`src/rtl/dm_access_ctrl_if.sv`:
```
// Pipeline-side request/response bundle for the data-memory access controller.
// The pipeline (master) issues one access at a time; the controller (slave) answers with done/fault/rdata.
interface dm_access_ctrl_if;
    logic        req;
    logic        wr;
    logic        byte_op;
    logic [31:0] addr;
    logic [31:0] wdata;
    logic        ready;
    logic        done;
    logic [31:0] rdata;
    logic        fault;

    modport master (
        output req, wr, byte_op, addr, wdata,
        input  ready, done, rdata, fault
    );

    modport slave (
        input  req, wr, byte_op, addr, wdata,
        output ready, done, rdata, fault
    );
endinterface

```
`src/rtl/dm_access_ctrl.sv`:
```
// MEM-stage controller for the byte-addressable data memory: one access in flight,
// range/alignment checking, registered load data, and saturating debug counters.
module dm_access_ctrl #(
    parameter int DM_BYTES = 12288,
    parameter int CNT_W    = 16
) (
    input  logic              clk,
    input  logic              rst_n,
    dm_access_ctrl_if.slave   bus,
    output logic [13:0]       dm_addr,
    output logic [31:0]       dm_din,
    output logic              dm_we,
    output logic              dm_byteOp,
    input  logic [31:0]       dm_dout,
    output logic [CNT_W-1:0]  load_cnt,
    output logic [CNT_W-1:0]  store_cnt,
    output logic [CNT_W-1:0]  fault_cnt
);

    localparam logic [2:0] IDLE  = 3'd0;
    localparam logic [2:0] READ  = 3'd1;
    localparam logic [2:0] WRITE = 3'd2;
    localparam logic [2:0] FAULT = 3'd3;
    localparam logic [2:0] RESP  = 3'd4;

    localparam logic [31:0] LAST_BYTE = 32'(DM_BYTES - 1);
    localparam logic [31:0] LAST_WORD = 32'(DM_BYTES - 4);

    logic [2:0]  state;
    logic [2:0]  state_nxt;
    logic        r_wr;
    logic        fault_flag;
    logic [31:0] rdata_q;
    logic        bad_access;

    // A word must fit entirely inside the memory and sit on a 4-byte boundary.
    always_comb begin
        bad_access = (bus.addr > LAST_BYTE)
                  || (!bus.byte_op && (bus.addr > LAST_WORD))
                  || (!bus.byte_op && (bus.addr[1:0] != 2'b00));
    end

    always_comb begin
        // NOTE: default assignment first so no path through the case leaves state_nxt unassigned (no latch).
        state_nxt = state;
        case (state)
            IDLE: begin
                if (bus.req) begin
                    if (bad_access)  state_nxt = FAULT;
                    else if (bus.wr) state_nxt = WRITE;
                    else             state_nxt = READ;
                end
            end
            READ, WRITE, FAULT: state_nxt = RESP;
            RESP:               state_nxt = IDLE;
            default:            state_nxt = IDLE;
        endcase
    end

    // NOTE: sequential state uses non-blocking assignments so every register sees pre-edge values.
    always_ff @(posedge clk or negedge rst_n) begin
        if (!rst_n) begin
            state      <= IDLE;
            r_wr       <= 1'b0;
            dm_byteOp  <= 1'b0;
            dm_addr    <= '0;
            dm_din     <= '0;
            fault_flag <= 1'b0;
            rdata_q    <= '0;
        end else begin
            state <= state_nxt;
            case (state)
                IDLE: begin
                    if (bus.req) begin
                        r_wr       <= bus.wr;
                        dm_byteOp  <= bus.byte_op;
                        dm_addr    <= bus.addr[13:0];
                        dm_din     <= bus.wdata;
                        fault_flag <= 1'b0;
                    end
                end
                READ:    rdata_q    <= dm_dout;
                FAULT:   fault_flag <= 1'b1;
                default: ;
            endcase
        end
    end

    // Counters advance on the RESP->IDLE edge and stick at all-ones.
    always_ff @(posedge clk or negedge rst_n) begin
        if (!rst_n) begin
            load_cnt  <= '0;
            store_cnt <= '0;
            fault_cnt <= '0;
        end else if (state == RESP) begin
            if (fault_flag) begin
                if (fault_cnt != '1) fault_cnt <= fault_cnt + CNT_W'(1);
            end else if (r_wr) begin
                if (store_cnt != '1) store_cnt <= store_cnt + CNT_W'(1);
            end else begin
                if (load_cnt != '1)  load_cnt  <= load_cnt + CNT_W'(1);
            end
        end
    end

    // dm_we is decoded from the state register, so an async reset drops it at once.
    assign dm_we     = (state == WRITE);
    assign bus.ready = (state == IDLE);
    assign bus.done  = (state == RESP);
    assign bus.fault = (state == RESP) && fault_flag;
    assign bus.rdata = rdata_q;

endmodule

```
`src/flat_wrapper.sv`:
```
// flat-port wrapper written by rule: the top's interface ports become plain ports
module dm_access_ctrl_flat 
#(
    parameter int DM_BYTES = 12288,
    parameter int CNT_W    = 16
)
  (clk, rst_n, dm_addr, dm_din, dm_we, dm_byteOp, dm_dout, load_cnt, store_cnt, fault_cnt, bus_req, bus_wr, bus_byte_op, bus_addr, bus_wdata, bus_ready, bus_done, bus_rdata, bus_fault);
  dm_access_ctrl_if bus_i ();
  input  logic clk;
  input  logic rst_n;
  output logic [13:0] dm_addr;
  output logic [31:0] dm_din;
  output logic dm_we;
  output logic dm_byteOp;
  input  logic [31:0] dm_dout;
  output logic [CNT_W-1:0] load_cnt;
  output logic [CNT_W-1:0] store_cnt;
  output logic [CNT_W-1:0] fault_cnt;
  input wire logic [$bits(bus_i.req)-1:0] bus_req;
  input wire logic [$bits(bus_i.wr)-1:0] bus_wr;
  input wire logic [$bits(bus_i.byte_op)-1:0] bus_byte_op;
  input wire logic [$bits(bus_i.addr)-1:0] bus_addr;
  input wire logic [$bits(bus_i.wdata)-1:0] bus_wdata;
  output wire logic [$bits(bus_i.ready)-1:0] bus_ready;
  output wire logic [$bits(bus_i.done)-1:0] bus_done;
  output wire logic [$bits(bus_i.rdata)-1:0] bus_rdata;
  output wire logic [$bits(bus_i.fault)-1:0] bus_fault;
  assign bus_i.req = bus_req;
  assign bus_i.wr = bus_wr;
  assign bus_i.byte_op = bus_byte_op;
  assign bus_i.addr = bus_addr;
  assign bus_i.wdata = bus_wdata;
  assign bus_ready = bus_i.ready;
  assign bus_done = bus_i.done;
  assign bus_rdata = bus_i.rdata;
  assign bus_fault = bus_i.fault;
  dm_access_ctrl #(.DM_BYTES(DM_BYTES), .CNT_W(CNT_W)) u_core (.clk(clk), .rst_n(rst_n), .bus(bus_i), .dm_addr(dm_addr), .dm_din(dm_din), .dm_we(dm_we), .dm_byteOp(dm_byteOp), .dm_dout(dm_dout), .load_cnt(load_cnt), .store_cnt(store_cnt), .fault_cnt(fault_cnt));
endmodule
```
`config.mk`:
```
export PLATFORM = sky130hd
export DESIGN_NAME = dm_access_ctrl_flat
export DESIGN_NICKNAME = d
export VERILOG_FILES = /design/src/rtl/dm_access_ctrl_if.sv /design/src/rtl/dm_access_ctrl.sv /design/src/flat_wrapper.sv
export SDC_FILE = /design/constraint.sdc
export NUM_CORES = 1
export LEC_CHECK = 0
export ABC_AREA = 1
export CORE_MARGIN = 5
export CORE_UTILIZATION = 60
export CTS_BUF_LIST = sky130_fd_sc_hd__clkbuf_8
export DETAILED_ROUTE_END_ITERATION = 8
export DONT_BUFFER_PORTS = 1
export PLACE_DENSITY = 0.74
export RECOVER_POWER = 25
export SYNTH_ARGS = -nofsm -noshare
export SYNTH_HDL_FRONTEND = slang
export SYNTH_SLANG_ARGS = --single-unit
```
`constraint.sdc`:
```
create_clock -name clk -period 1.8 [get_ports clk]
set_input_delay 0.18 -clock clk [delete_from_list [all_inputs] [get_ports clk]]
set_output_delay 0.18 -clock clk [all_outputs]
set_load 0.02 [all_outputs]
```
# --- Yosys cells after proc, flatten, opt, wreduce, memory -nomap -nowiden ---
# Cells that the tools add are included.
op_classes:
  n_addsub: 3
  n_lt_le_gt_ge: 2
  n_eq_ne: 8
  n_mux: 6
  n_bitwise: 2
  reduce_logical: 15
op_table:
  columns: ["op", "n"]
  rows:
  - ["$gt 32x14->1 const B", 2]
  - ["$add 16x1->16 const B", 3]
  - ["$ne 16x16->1 const B", 3]
  - ["$reduce_and 4->1", 2]
  - ["$eq 3x2->1 const B", 2]
  - ["$mux 3", 2]
  - ["$pmux 3 s2", 1]
  - ["$reduce_and 2->1", 2]
  - ["$reduce_bool 2->1", 2]
  - ["$eq 3x1->1 const B", 1]
  - ["$eq 3x3->1 const B", 1]
  - ["$logic_and 1x1->1", 3]
  - ["$logic_not 3->1", 1]
  - ["$reduce_and 3->1", 1]
  - ["$reduce_or 3->1", 1]
  - ["$logic_or 1x1->1", 2]
  - ["$mux 2", 1]
  - ["$ne 2x2->1 const B", 1]
  - ["$not 1->1", 2]
  - ["$pmux 1 s2", 1]
  - ["$logic_not 1->1", 1]
  - ["$mux 1", 1]
totals:
  regBits: 132
  inputBits: 101
  out_inout_bits: 131
  wordCells: 46

# --- Longest topological paths before layout ---
logic_depth:
  ltp_word: 7
  mapped_depth: 9
  mapped_depth_nobuf: 8

# --- Least setup slack after synthesis ---
# OpenSTA, ideal clock, no wires.
synth_timing:
  kind: "register to register"
  from: "register u_core.store_cnt[1]"
  to: "register u_core.store_cnt[3]"
  setup_time_ns: 0.117
  t_arrival_ns: 1.455
  t_required_ns: 1.683
  slack_ns: 0.229
  path_stages_with_launch: 10
  n_path_buf: 1
  synth_period_minus_slack_ns: 1.571
  cell_sequence: "dfrtp_1 > ha_1 > nand3_2 > inv_1 > nand3_1 > nor2_1 > nor2_2 > buf_4 > nand2_1 > nand2_1"
synth_via:
  elab_chain_cells: 2
  word_cells_on_any_way: 3
  classes_between: "add/sub: 1; eq/ne: 1; reduce/logical: 1"
synth_rtl:
  columns: ["element", "line", "source"]
  rows:
  - ["start: declaration", "dm_access_ctrl.sv:16", "output logic [CNT_W-1:0] store_cnt,"]
  - ["start signal: assignment", "dm_access_ctrl.sv:99", "if (store_cnt != '1) store_cnt <= store_cnt + CNT_W'(1);"]
  - ["branches (longest 2 deep; another with $add 16x1->16)", null, null]
# Several ways; the timed one is not identified.
# A chain may end at the register's enable or synchronous reset.

# --- Worst setup path after layout ---
layout_timing:
  from: "register u_core.state[1]"
  to: "output bus_fault"
layout_via:
  elab_chain_cells: 2
layout_rtl:
  columns: ["element", "line", "source"]
  rows:
  - ["start: declaration", "dm_access_ctrl.sv:29", "logic [2:0] state;"]
  - ["start signal: assignment", "dm_access_ctrl.sv:71", "state <= state_nxt;"]
  - ["$eq 3x3->1", "dm_access_ctrl.sv:110", "assign bus.fault = (state == RESP) && fault_flag;"]
  - ["$logic_and 1x1->1", "dm_access_ctrl.sv:110", null]
  - ["end: declaration", "flat_wrapper.sv:27", "output wire logic [$bits(bus_i.fault)-1:0] bus_fault;"]
# No other way between the ends.

==> results by group <==
Status
  – Status: complete, but fails checks
  – Violated checks: hold timing

Clocking
  – H-tree depth: 4
  – Worst-Skew Late Latency: 440 ps
  – Setup Buffers After CTS: 0
  – Resize count post-CTS: 0
  – Clock Tree Buf Depth: 2
  – CTS Buf Count: 17
  – Clock-pin slew of the registers on the worst-case setup and hold paths: 80 ps
  – CTS tree: yes
  – CTS Sinks: 132
  – CTS Hold Bufs: 81
  – CTS root buf: clkbuf_8

Power
  – Sw Ratio: 42.4%
  – Power per Cell Area: 1520 nW/µm²
  – Internal: 0.00689 W
  – Net Switching: 0.00508 W
  – Logic pwr share: 26.2%
  – Seq pwr share: 51.4%
  – Clock Power Share: 22.4%
  – Leak pwr: 3.84 nW
  – Worst vdd ir: 1340 µV

Placement
  – Gpl congestion: 0.827
  – Post-place setup slack: 210 ps
  – IO Port Bufs: 0
  – Cells after DPL: 896
  – Half-perimeter wire length after placement: 11900 µm

Job
  – Max-Cap Viols: 0

STA
  – Setup TNS: 0 ps
  – Hold Worst Slack: -567 ps
  – Slew @ Worst Pin: 522 ps
  – RSZ-0062 raised after global routing: no
  – Fmax: 609 MHz
  – Slew margin rel.: 65.1%
  – Final Hold Vio Count: 132
  – Final min period: 1640 ps
  – Setup Viol. Count Final: 0
  – Final Skew: 11.0 ps
  – PnR worst setup slack: 158 ps
  – Max-slew violations: 0
  – Fin crit share: 91.2%

Routing
  – DR iter-0 viols: 428
  – WL per Instance: 18.9 µm
  – First-pass iteration count of the detailed router: 7
  – Vias per cell: 5.48
  – Remaining antenna violation count: 0
  – Total number of vias: 5536
  – DR WL met3: 1590 µm
  – DRC Markers: 0
  – Detailed Route WL: 19100 µm
  – DR WL met2: 9990 µm
  – WL met1: 6800 µm
  – Highest metal used: met4

Logic synthesis
  – Avg Cell Area, Syn: 8.45 µm²
  – Seq/Total Area, Yosys: 52.9%
  – Synth warnings: 0
  – Synth top cells by count: nand2_1, dfrtp_1, nor2_1
  – Most common cell in the synthesized netlist: nand2_1
  – Mapped Nets: 843
  – Post-synth EDFFs: 0
  – Synth unique cells: 30
  – Asr flop ratio synth: 100%
  – Synthesized flop and latch total: 132
  – Top cell type's share of synthesized area: 52.9%
  – Mapped Cells: 739
  – Dominant cell type by area after synthesis: dfrtp_1
  – Largest cells by area after synthesis: dfrtp_1, nand2_1, mux2_2, nor2_1, xnor2_1
  – Synthesized area: 6250 µm²
  – Synth Flop Type: dfrtp_1

Final layout
  – Layout area overhead: 25.9%
  – Fillers: 674
  – Final net count: 964
  – Filler-free cell count of the finished design: 1010
  – Layout cells sized above 1: 14.2%

Global routing
  – GRT Overall Usage: 30.4%
  – Grt total ovfl: 0
  – Vias in the first global route: 5756
  – Largest net degree at the start of global routing: 133
  – Global-route wire length before repair: 30100 µm
  – Initial antenna violation count: 2

Setup path
  – Critical Path AT: 1460 ps
  – Crit. End Element: output pin
  – Setup crit start kind: register
  – Crit Path Max Fanout: 5
  – Worst setup path category: register to output pin
  – Worst Path Required: 1620 ps

Die
  – IO Count: 232
  – Full die area: 12600 µm²
  – Die Wd: 112 µm
  – Core area: 10200 µm²
  – Core Rows: 37
  – Vert. Die Dim: 112 µm
  – Initial Util: 61.1%

Worst hold path
  – Hold WC Path Type: input pin to async pin
==> through the flow <==
step | util [%] | hold WS, ps | instance area (µm²) | total power (W)
3_5_place_dp | 64.7 | -113 | 6620 | 0.00896
4_1_cts | 76.8 | -591 | 7860 | 0.0118
3_3_place_gp | 64.7 | -113 | 6620 | 0.00878
6_report | 76.9 | -567 | 7860 | 0.0120
2_1_floorplan | - | -116 | 6250 | 0.00800
5_1_grt | 76.9 | -605 | 7860 | 0.0125
==> cells in the final DEF (no fill, tap or decap), drive strengths merged, types with 4 or more instances in the layout <==
| master | n |
|---|---|
| buf | 39 |
| bufinv | 4 |
| clkbuf | 19 |
| clkinv | 4 |
| dfrtp | 132 |
| dlygate4sd3 | 81 |
| inv | 45 |
| mux2 | 32 |
| nand2 | 357 |
| nand3 | 22 |
| nand4 | 18 |
| nor2 | 65 |
| o21ai | 21 |
| xnor2 | 19 |
==> final timing paths <==
check | from | end | slack [ps] | cells after the start
worst max-delay path | u_core.state[1]$_DFFE_PN0P_ | bus_fault | 160 | 3
worst min-delay path | rst_n | u_core.fault_cnt[5]$_DFFE_PN0P_ | -570 | 0
worst max register to register | u_core.load_cnt[0]$_DFFE_PN0P_ | u_core.load_cnt[4]$_DFFE_PN0P_ | 190 | 8
worst min register to register | u_core.state[2]$_DFFE_PN0P_ | u_core.state[2]$_DFFE_PN0P_ | 540 | 1
max in group asynchronous | rst_n | u_core.store_cnt[8]$_DFFE_PN0P_ | 2110 | 0
min in group clk | bus_addr[21] | u_core.state[1]$_DFFE_PN0P_ | 140 | 6
==> critical path, cell delays in order (launching register included) <==
cell	delay [ps]
dfrtp_1	430
nor2_4	170
nand2_1	140
nor2_4	280
==> metal layers <==
metal  vias up  track usage (%)
li1       2558                -
met2       270             54.6
met4         0             13.4
met1      2657             33.1
met5         -                0
met3        51             9.11
==> area by class of cell <==
class | count | area [µm²] | area share, %
clock inverter | 12 | 163 | 2.07
inverter | 43 | 161 | 2.05
clock buffer | 19 | 262 | 3.33
timing repair buffer | 120 | 1140 | 14.5
tap | 136 | 170 | 2.16
antenna | 2 | 5.00 | 0.0636
sequential | 132 | 3300 | 42.0
multi-input combinational | 546 | 2660 | 33.8
==> power groups by stage <==
| stage | sequential, W | clock (W) | combinational, W |
|---|---|---|---|
| final | 0.00616 | 0.00268 | 0.00314 |
| after global routing | 0.00625 | 0.00285 | 0.00345 |
| after CTS | 0.00609 | 0.00270 | 0.00298 |
| after detailed placement | 0.00611 | 0 | 0.00285 |
| after global placement | 0.00609 | 0 | 0.00268 |
| after floorplan | 0.00593 | 0 | 0.00207 |
==> cell families (layout without fill, tap and decap cells) <==
| kind of cell | after synthesis | after routing | synth area share [%] |
|---|---|---|---|
| XOR/XNOR | 22 | 22 | 3.08 |
| AND/OR/NAND/NOR | 467 | 467 | 31.3 |
| buffers and inverters | 61 | 194 | 4.57 |
| adder cells (fa/ha/maj) | 3 | 3 | 0.601 |
| AO/OA/AOI/OAI | 22 | 22 | 1.76 |
| other | 0 | 2 | 0 |
| multiplexers | 32 | 32 | 5.77 |
| flip-flops | 132 | 132 | 52.9 |
==> flip-flops by register name (all words and copies together) (netlist names) <==
name and cells:
u_core.bus.rdata 32, u_core.dm_din 32, u_core.fault_cnt 16, u_core.load_cnt 16, u_core.store_cnt 16, u_core.dm_addr 14
u_core.state 3, u_core.dm_byteOp 1, u_core.fault_flag 1, u_core.r_wr 1
(Power assumes the default switching activity.)
